`src/rtl/cdc_sender_if.sv`:
```
// Producer and receiver-link signals of the source half of the four-phase req/ack CDC link.
// The slave modport is the sender FSM. The master modport is the environment: the producer plus the receiver's raw ack.
interface cdc_sender_if #(
    parameter int DATA_WIDTH = 8,
    parameter int CNT_WIDTH  = 16
);
    logic                  src_valid;
    logic [DATA_WIDTH-1:0] src_data;
    logic                  src_ready;
    logic                  ack_in;
    logic                  req_out;
    logic [DATA_WIDTH-1:0] data_out;
    logic                  busy;
    logic [CNT_WIDTH-1:0]  xfer_count;

    modport slave (
        input  src_valid, src_data, ack_in,
        output src_ready, req_out, data_out, busy, xfer_count
    );

    modport master (
        output src_valid, src_data, ack_in,
        input  src_ready, req_out, data_out, busy, xfer_count
    );
endinterface

```
`src/rtl/cdc_sender_fsm.sv`:
```
// Source-domain sender of the four-phase req/ack CDC link.
// It holds each accepted word on data_out and drives a registered req_out until the receiver's synchronized ack completes the handshake.
module cdc_sender_fsm #(
    parameter int DATA_WIDTH  = 8,
    parameter int SYNC_STAGES = 2,
    parameter int CNT_WIDTH   = 16
) (
    input  logic        clk,
    input  logic        reset,
    cdc_sender_if.slave bus
);
    // state  | meaning
    // S_IDLE | ready for a word; accept captures src_data into data_out
    // S_LOAD | data_out settles one cycle before req_out rises
    // S_REQ  | req_out high, waiting for ack_sync to rise
    // S_REL  | req_out low, waiting for ack_sync to fall; counts the transfer
    typedef enum logic [1:0] {S_IDLE, S_LOAD, S_REQ, S_REL} state_t;

    state_t                 state_q, state_d;
    logic                   req_q, req_d;
    logic [DATA_WIDTH-1:0]  data_q, data_d;
    logic [CNT_WIDTH-1:0]   cnt_q, cnt_d;
    logic [SYNC_STAGES-1:0] ack_sync_q, ack_sync_d;
    logic                   ack_sync;

    assign ack_sync = ack_sync_q[SYNC_STAGES-1];

    always_comb begin
        state_d    = state_q;
        req_d      = req_q;
        data_d     = data_q;
        cnt_d      = cnt_q;
        ack_sync_d = {ack_sync_q[SYNC_STAGES-2:0], bus.ack_in};
        case (state_q)
            S_IDLE: begin
                if (bus.src_valid) begin
                    data_d  = bus.src_data;
                    state_d = S_LOAD;
                end
            end
            S_LOAD: begin
                state_d = S_REQ;
                req_d   = 1'b1;
            end
            S_REQ: begin
                if (ack_sync) begin
                    state_d = S_REL;
                    req_d   = 1'b0;
                end
            end
            S_REL: begin
                if (!ack_sync) begin
                    state_d = S_IDLE;
                    cnt_d   = cnt_q + CNT_WIDTH'(1);
                end
            end
            default: begin
                state_d = S_IDLE;
                req_d   = 1'b0;
            end
        endcase
    end

    always_ff @(posedge clk or negedge reset) begin
        if (!reset) begin
            state_q    <= S_IDLE;
            req_q      <= 1'b0;
            data_q     <= '0;
            cnt_q      <= '0;
            ack_sync_q <= '0;
        end else begin
            state_q    <= state_d;
            req_q      <= req_d;
            data_q     <= data_d;
            cnt_q      <= cnt_d;
            ack_sync_q <= ack_sync_d;
        end
    end

    // ready decodes the state register only, so there is no path from src_valid to src_ready
    assign bus.src_ready  = (state_q == S_IDLE);
    assign bus.busy       = (state_q != S_IDLE);
    assign bus.req_out    = req_q;
    assign bus.data_out   = data_q;
    assign bus.xfer_count = cnt_q;
endmodule

```
`src/flat_wrapper.sv`:
```
// flat-port wrapper written by rule: the top's interface ports become plain ports
module cdc_sender_fsm_flat 
#(
    parameter int DATA_WIDTH  = 8,
    parameter int SYNC_STAGES = 2,
    parameter int CNT_WIDTH   = 16
)
  (clk, reset, bus_src_valid, bus_src_data, bus_ack_in, bus_src_ready, bus_req_out, bus_data_out, bus_busy, bus_xfer_count);
  cdc_sender_if #(.DATA_WIDTH(DATA_WIDTH), .CNT_WIDTH(CNT_WIDTH)) bus_i ();
  input  logic clk;
  input  logic reset;
  input wire logic [$bits(bus_i.src_valid)-1:0] bus_src_valid;
  input wire logic [$bits(bus_i.src_data)-1:0] bus_src_data;
  input wire logic [$bits(bus_i.ack_in)-1:0] bus_ack_in;
  output wire logic [$bits(bus_i.src_ready)-1:0] bus_src_ready;
  output wire logic [$bits(bus_i.req_out)-1:0] bus_req_out;
  output wire logic [$bits(bus_i.data_out)-1:0] bus_data_out;
  output wire logic [$bits(bus_i.busy)-1:0] bus_busy;
  output wire logic [$bits(bus_i.xfer_count)-1:0] bus_xfer_count;
  assign bus_i.src_valid = bus_src_valid;
  assign bus_i.src_data = bus_src_data;
  assign bus_i.ack_in = bus_ack_in;
  assign bus_src_ready = bus_i.src_ready;
  assign bus_req_out = bus_i.req_out;
  assign bus_data_out = bus_i.data_out;
  assign bus_busy = bus_i.busy;
  assign bus_xfer_count = bus_i.xfer_count;
  cdc_sender_fsm #(.DATA_WIDTH(DATA_WIDTH), .SYNC_STAGES(SYNC_STAGES), .CNT_WIDTH(CNT_WIDTH)) u_core (.clk(clk), .reset(reset), .bus(bus_i));
endmodule
```
`config.mk`:
```
export PLATFORM = sky130hd
export DESIGN_NAME = cdc_sender_fsm_flat
export DESIGN_NICKNAME = d
export VERILOG_FILES = /design/src/rtl/cdc_sender_if.sv /design/src/rtl/cdc_sender_fsm.sv /design/src/flat_wrapper.sv
export SDC_FILE = /design/constraint.sdc
export NUM_CORES = 1
export LEC_CHECK = 0
export BUFFER_PORTS_ARGS = -buffer_cell sky130_fd_sc_hd__buf_2
export CAP_MARGIN = 5
export CORE_UTILIZATION = 40
export CTS_CLUSTER_DIAMETER = 40
export DETAILED_ROUTE_END_ITERATION = 12
export GPL_TIMING_DRIVEN = 0
export PLACE_DENSITY = 0.65
export SLEW_MARGIN = 10
export SYNTH_ARGS = -nofsm -noshare
export SYNTH_HDL_FRONTEND = slang
export SYNTH_SLANG_ARGS = --single-unit
```
`constraint.sdc`:
```
create_clock -name clk -period 3.8 [get_ports clk]
set_clock_uncertainty 0.2 [all_clocks]
set_input_delay 0.19 -clock clk [delete_from_list [all_inputs] [get_ports clk]]
set_output_delay 0.19 -clock clk [all_outputs]
set_load 0.03 [all_outputs]
```
==> impl_metrics.csv <==
group,metric,value,unit
status,outcome,"complete, but fails checks",
status,violations,"DRC",
layout,fin_area,1620,um^2
placement,pre_cts_ws,1.99,ns
grt,grt_use_met2,0.266,
sta,finalSetupViolCount,0,
critical_path,crit_slowest_cell,"dfrtp_1",
grt,use_met3,0.0469,
detailed_routing,vias,882,
critical_path,worstPathRequired,3.81,ns
clocking,numCtsBuffers,5,
synthesis,postSynthAreaPerCell,13.2,um^2
sta,slew_viol_final,0,
synthesis,syn-num-nets,111,
sta,max_freq,553,MHz
synthesis,syn_inst,94,
sta,hold_viol_final,0,
clocking,insertion_delay,0.33,ns
detailed_routing,wl_per_cell,13.0,um
grt,grt_max_degree,30,
grt,grt_usage,0.164,
synthesis,ys_top_cells_by_area,"dfrtp_1 (59%), mux2_2 (8.2%), xnor2_1 (7.1%), ha_1 (5.0%), xor2_1 (3.5%)",
detailed_routing,avgViaCountPerCell,4.90,
power,power.leakage,0.854,nW
layout,drive_gt1_frac,0.383,
sta,timing.final.crit_period,1.81,ns
floorplan,core_area,2850,um^2
floorplan,dieHeight,57.7,um
sta,rsz0062_at_grt,"no",
synthesis,yosysUniqueCellTypes,22,
layout,num-fill-cells,254,
clocking,cts-htree-levels,2,
synthesis,synth-seq-area-share,0.585,
sta,tns,0,ns
detailed_routing,dr.first_iter.drc_count,25,
power,ir_drop,424,uV
floorplan,chipWidth,57.7,um
synthesis,synth_top_cell_area_share,0.585,
synthesis,syn_area,1240,um^2
grt,antenna_found_initial,0,
floorplan,io_pins,39,
sta,slew-limit-headroom,0.574,
floorplan,rows,19,
placement,portBuffers,38,
detailed_routing,wirelength,2330,um
layout,n_antenna_cell,0,
critical_path,crit_type,"flip-flop to flip-flop",
floorplan,initial_utilization,0.435,
grt,use_met1,0.190,
clocking,root_buffer,"clkbuf_4",
sta,period_share,0.476,
clocking,ctsResizeCount,0,
clocking,clk_pin_slew,0.08,ns
detailed_routing,drtPass1Iterations,7,
layout,area_delta_synth_final,31.0,%
sta,worst_pin_slew,0.639,ns
clocking,clock-sinks,29,
grt,grt_pass1_vias,893,
synthesis,synth_warnings,0,
sta,fin_ws,1.99,ns
grt,grt_overflow,0,
clocking,clock_tree.buffer_depth,2,
critical_path,cp_max_fo,5,
placement,gp_congestion,0.727,
clocking,cts_setup_buffers,0,
placement,place_hpwl,1570,um
clocking,cts_tree,"yes",
grt,busiest_layer,"met2",
grt,grt_first_pass_wirelength,3930,um
synthesis,synth_top_cell_by_area,"dfrtp_1",
floorplan,die_area,3330,um^2
power,power.density,681,nW/um^2
detailed_routing,post-route-drc-count,1,
critical_path,cp-end-kind,"flip-flop",
placement,dpl_cell_area,1470,um^2
synthesis,ys_ff_latch,29,
run,maxCapViolCount,0,
layout,layout.nets,166,
critical_path,startpoint_type,"flip-flop",
critical_path,cp_data_arrival_time,1.82,ns
critical_path,path_cells,"ha_1 > nand4b_1 > nor3_2 > nand4_1 > xnor2_1",
critical_path,slowest_delay,0.40,ns
worst_hold_path,worst_hold_path_type,"input port to flip-flop",
detailed_routing,antenna_left,0,
-- kinds of logic (layout without fill, tap and decap cells) --
kind of cell | after synthesis | after routing | synth area share
AOI/OAI and AO/OA | 4 | 4 | 0.0212
muxes | 10 | 10 | 0.0898
DFF | 29 | 29 | 0.585
xor gates and xnor gates | 15 | 15 | 0.106
adders and majority gates | 5 | 5 | 0.0505
and+or+nand+nor | 27 | 27 | 0.135
buffers and inverters | 4 | 59 | 0.0121
-- power by group --
part / leakage (nW) / total (mW) / internal, mW / switching (mW)
registers: 0.369 / 0.457 / 0.390 / 0.0668
clock network: 0.0314 / 0.187 / 0.0872 / 0.100
logic: 0.454 / 0.462 / 0.168 / 0.294
-- path summary, 6_finish.rpt --
| check | to | startpoint | slack (ns) | cells past startpoint |
|---|---|---|---|---|
| worst max-delay path | u_core.bus.xfer_count[11] | u_core.state_q[0] | 1.99 | 5 |
| worst max register to register | u_core.bus.xfer_count[11] | u_core.state_q[0] | 1.99 | 5 |
| max in group asynchronous | u_core.bus.data_out[2] | reset | 2.77 | 2 |
| worst min-delay path | u_core.state_q[1] | bus_src_valid | 0.02 | 3 |
| worst min register to register | u_core.ack_sync_q[1] | u_core.ack_sync_q[0] | 0.15 | 0 |
| min in group asynchronous | u_core.bus.xfer_count[3] | reset | 0.21 | 2 |
-- through the flow --
stage / hold slack, ns / instances / power [mW] / util
finish: 0.0153 / 180 / 1.11 / 0.569
global route: 0.0386 / 180 / 1.18 / 0.569
CTS: 0.00393 / 180 / 1.12 / 0.569
detailed placement: 0.0493 / 163 / 0.917 / 0.515
global placement: 0.0371 / 163 / 0.900 / 0.515
floorplan: -0.306 / 94 / 0.785 / -
-- per-layer routing --
layer | up-vias | wire length (um)
met2 | 32 | 1150
li1 | 428 | -
met4 | 0 | 66
met1 | 415 | 997
met5 | - | 0
met3 | 7 | 116
-- repair_timing --
item | 4_1_cts | 5_1_grt
hold buffers | 10 | 0
setup endpoints to repair | 0 | 0
hold endpoints to repair | 38 | 0
-- area by class of cell --
type                    instances  area (um^2)  share of cell area
clock buffers                   7         55.1              0.0339
multi-input cells              61          499               0.307
repair buffers                 48          290               0.179
well taps                      31         38.8              0.0239
inverters                       4         15.0             0.00924
flip-flops and latches         29          726               0.447
-- placed cells by master (no fill, tap or decap) --
| cell type | instances |
|---|---|
| dfrtp_1 | 29 |
| mux2i_1 | 1 |
| xor2_1 | 5 |
| nand4b_1 | 1 |
| a211oi_1 | 1 |
| and4_1 | 1 |
| nand3_1 | 3 |
| o22ai_1 | 1 |
| ha_1 | 5 |
| o21ai_0 | 1 |
| nor3_2 | 2 |
| nand2_1 | 6 |
| nor2b_1 | 1 |
| clkbuf_4 | 5 |
| buf_2 | 38 |
| o21a_1 | 1 |
| nand3_2 | 1 |
| nor2_1 | 5 |
| inv_1 | 4 |
| nand4_1 | 3 |
| mux2_2 | 9 |
| clkbuf_8 | 1 |
| nand3b_4 | 1 |
| clkbuf_1 | 1 |
| and3_1 | 3 |
| xnor2_1 | 10 |
| dlygate4sd3_1 | 10 |
-- registers in the layout, summed over array words and instances (netlist names) --
signal / cells
u_core.bus.xfer_count: 16
u_core.bus.data_out: 8
u_core.ack_sync_q: 2
u_core.state_q: 2
u_core.bus.req_out: 1
-- synthesized netlist by cell type --
cell type  instances
a211oi_1           1
and3_1             3
and4_1             1
dfrtp_1           29
ha_1               5
inv_1              4
mux2_2             9
mux2i_1            1
nand2_1            6
nand3_1            3
nand3_2            1
nand3b_4           1
nand4_1            3
nand4b_1           1
nor2_1             5
nor2b_1            1
nor3_2             2
o21a_1             1
o21ai_0            1
o22ai_1            1
xnor2_1           10
xor2_1             5
-- worst max-delay path, delay by kind of cell (launching register included) --
family	cells	cell delay, ns
xor+xnor	1	0.14
fa+ha+maj	1	0.30
flops	1	0.40
simple gates	3	0.65
Note: power is estimated with default switching activity, not from simulation.
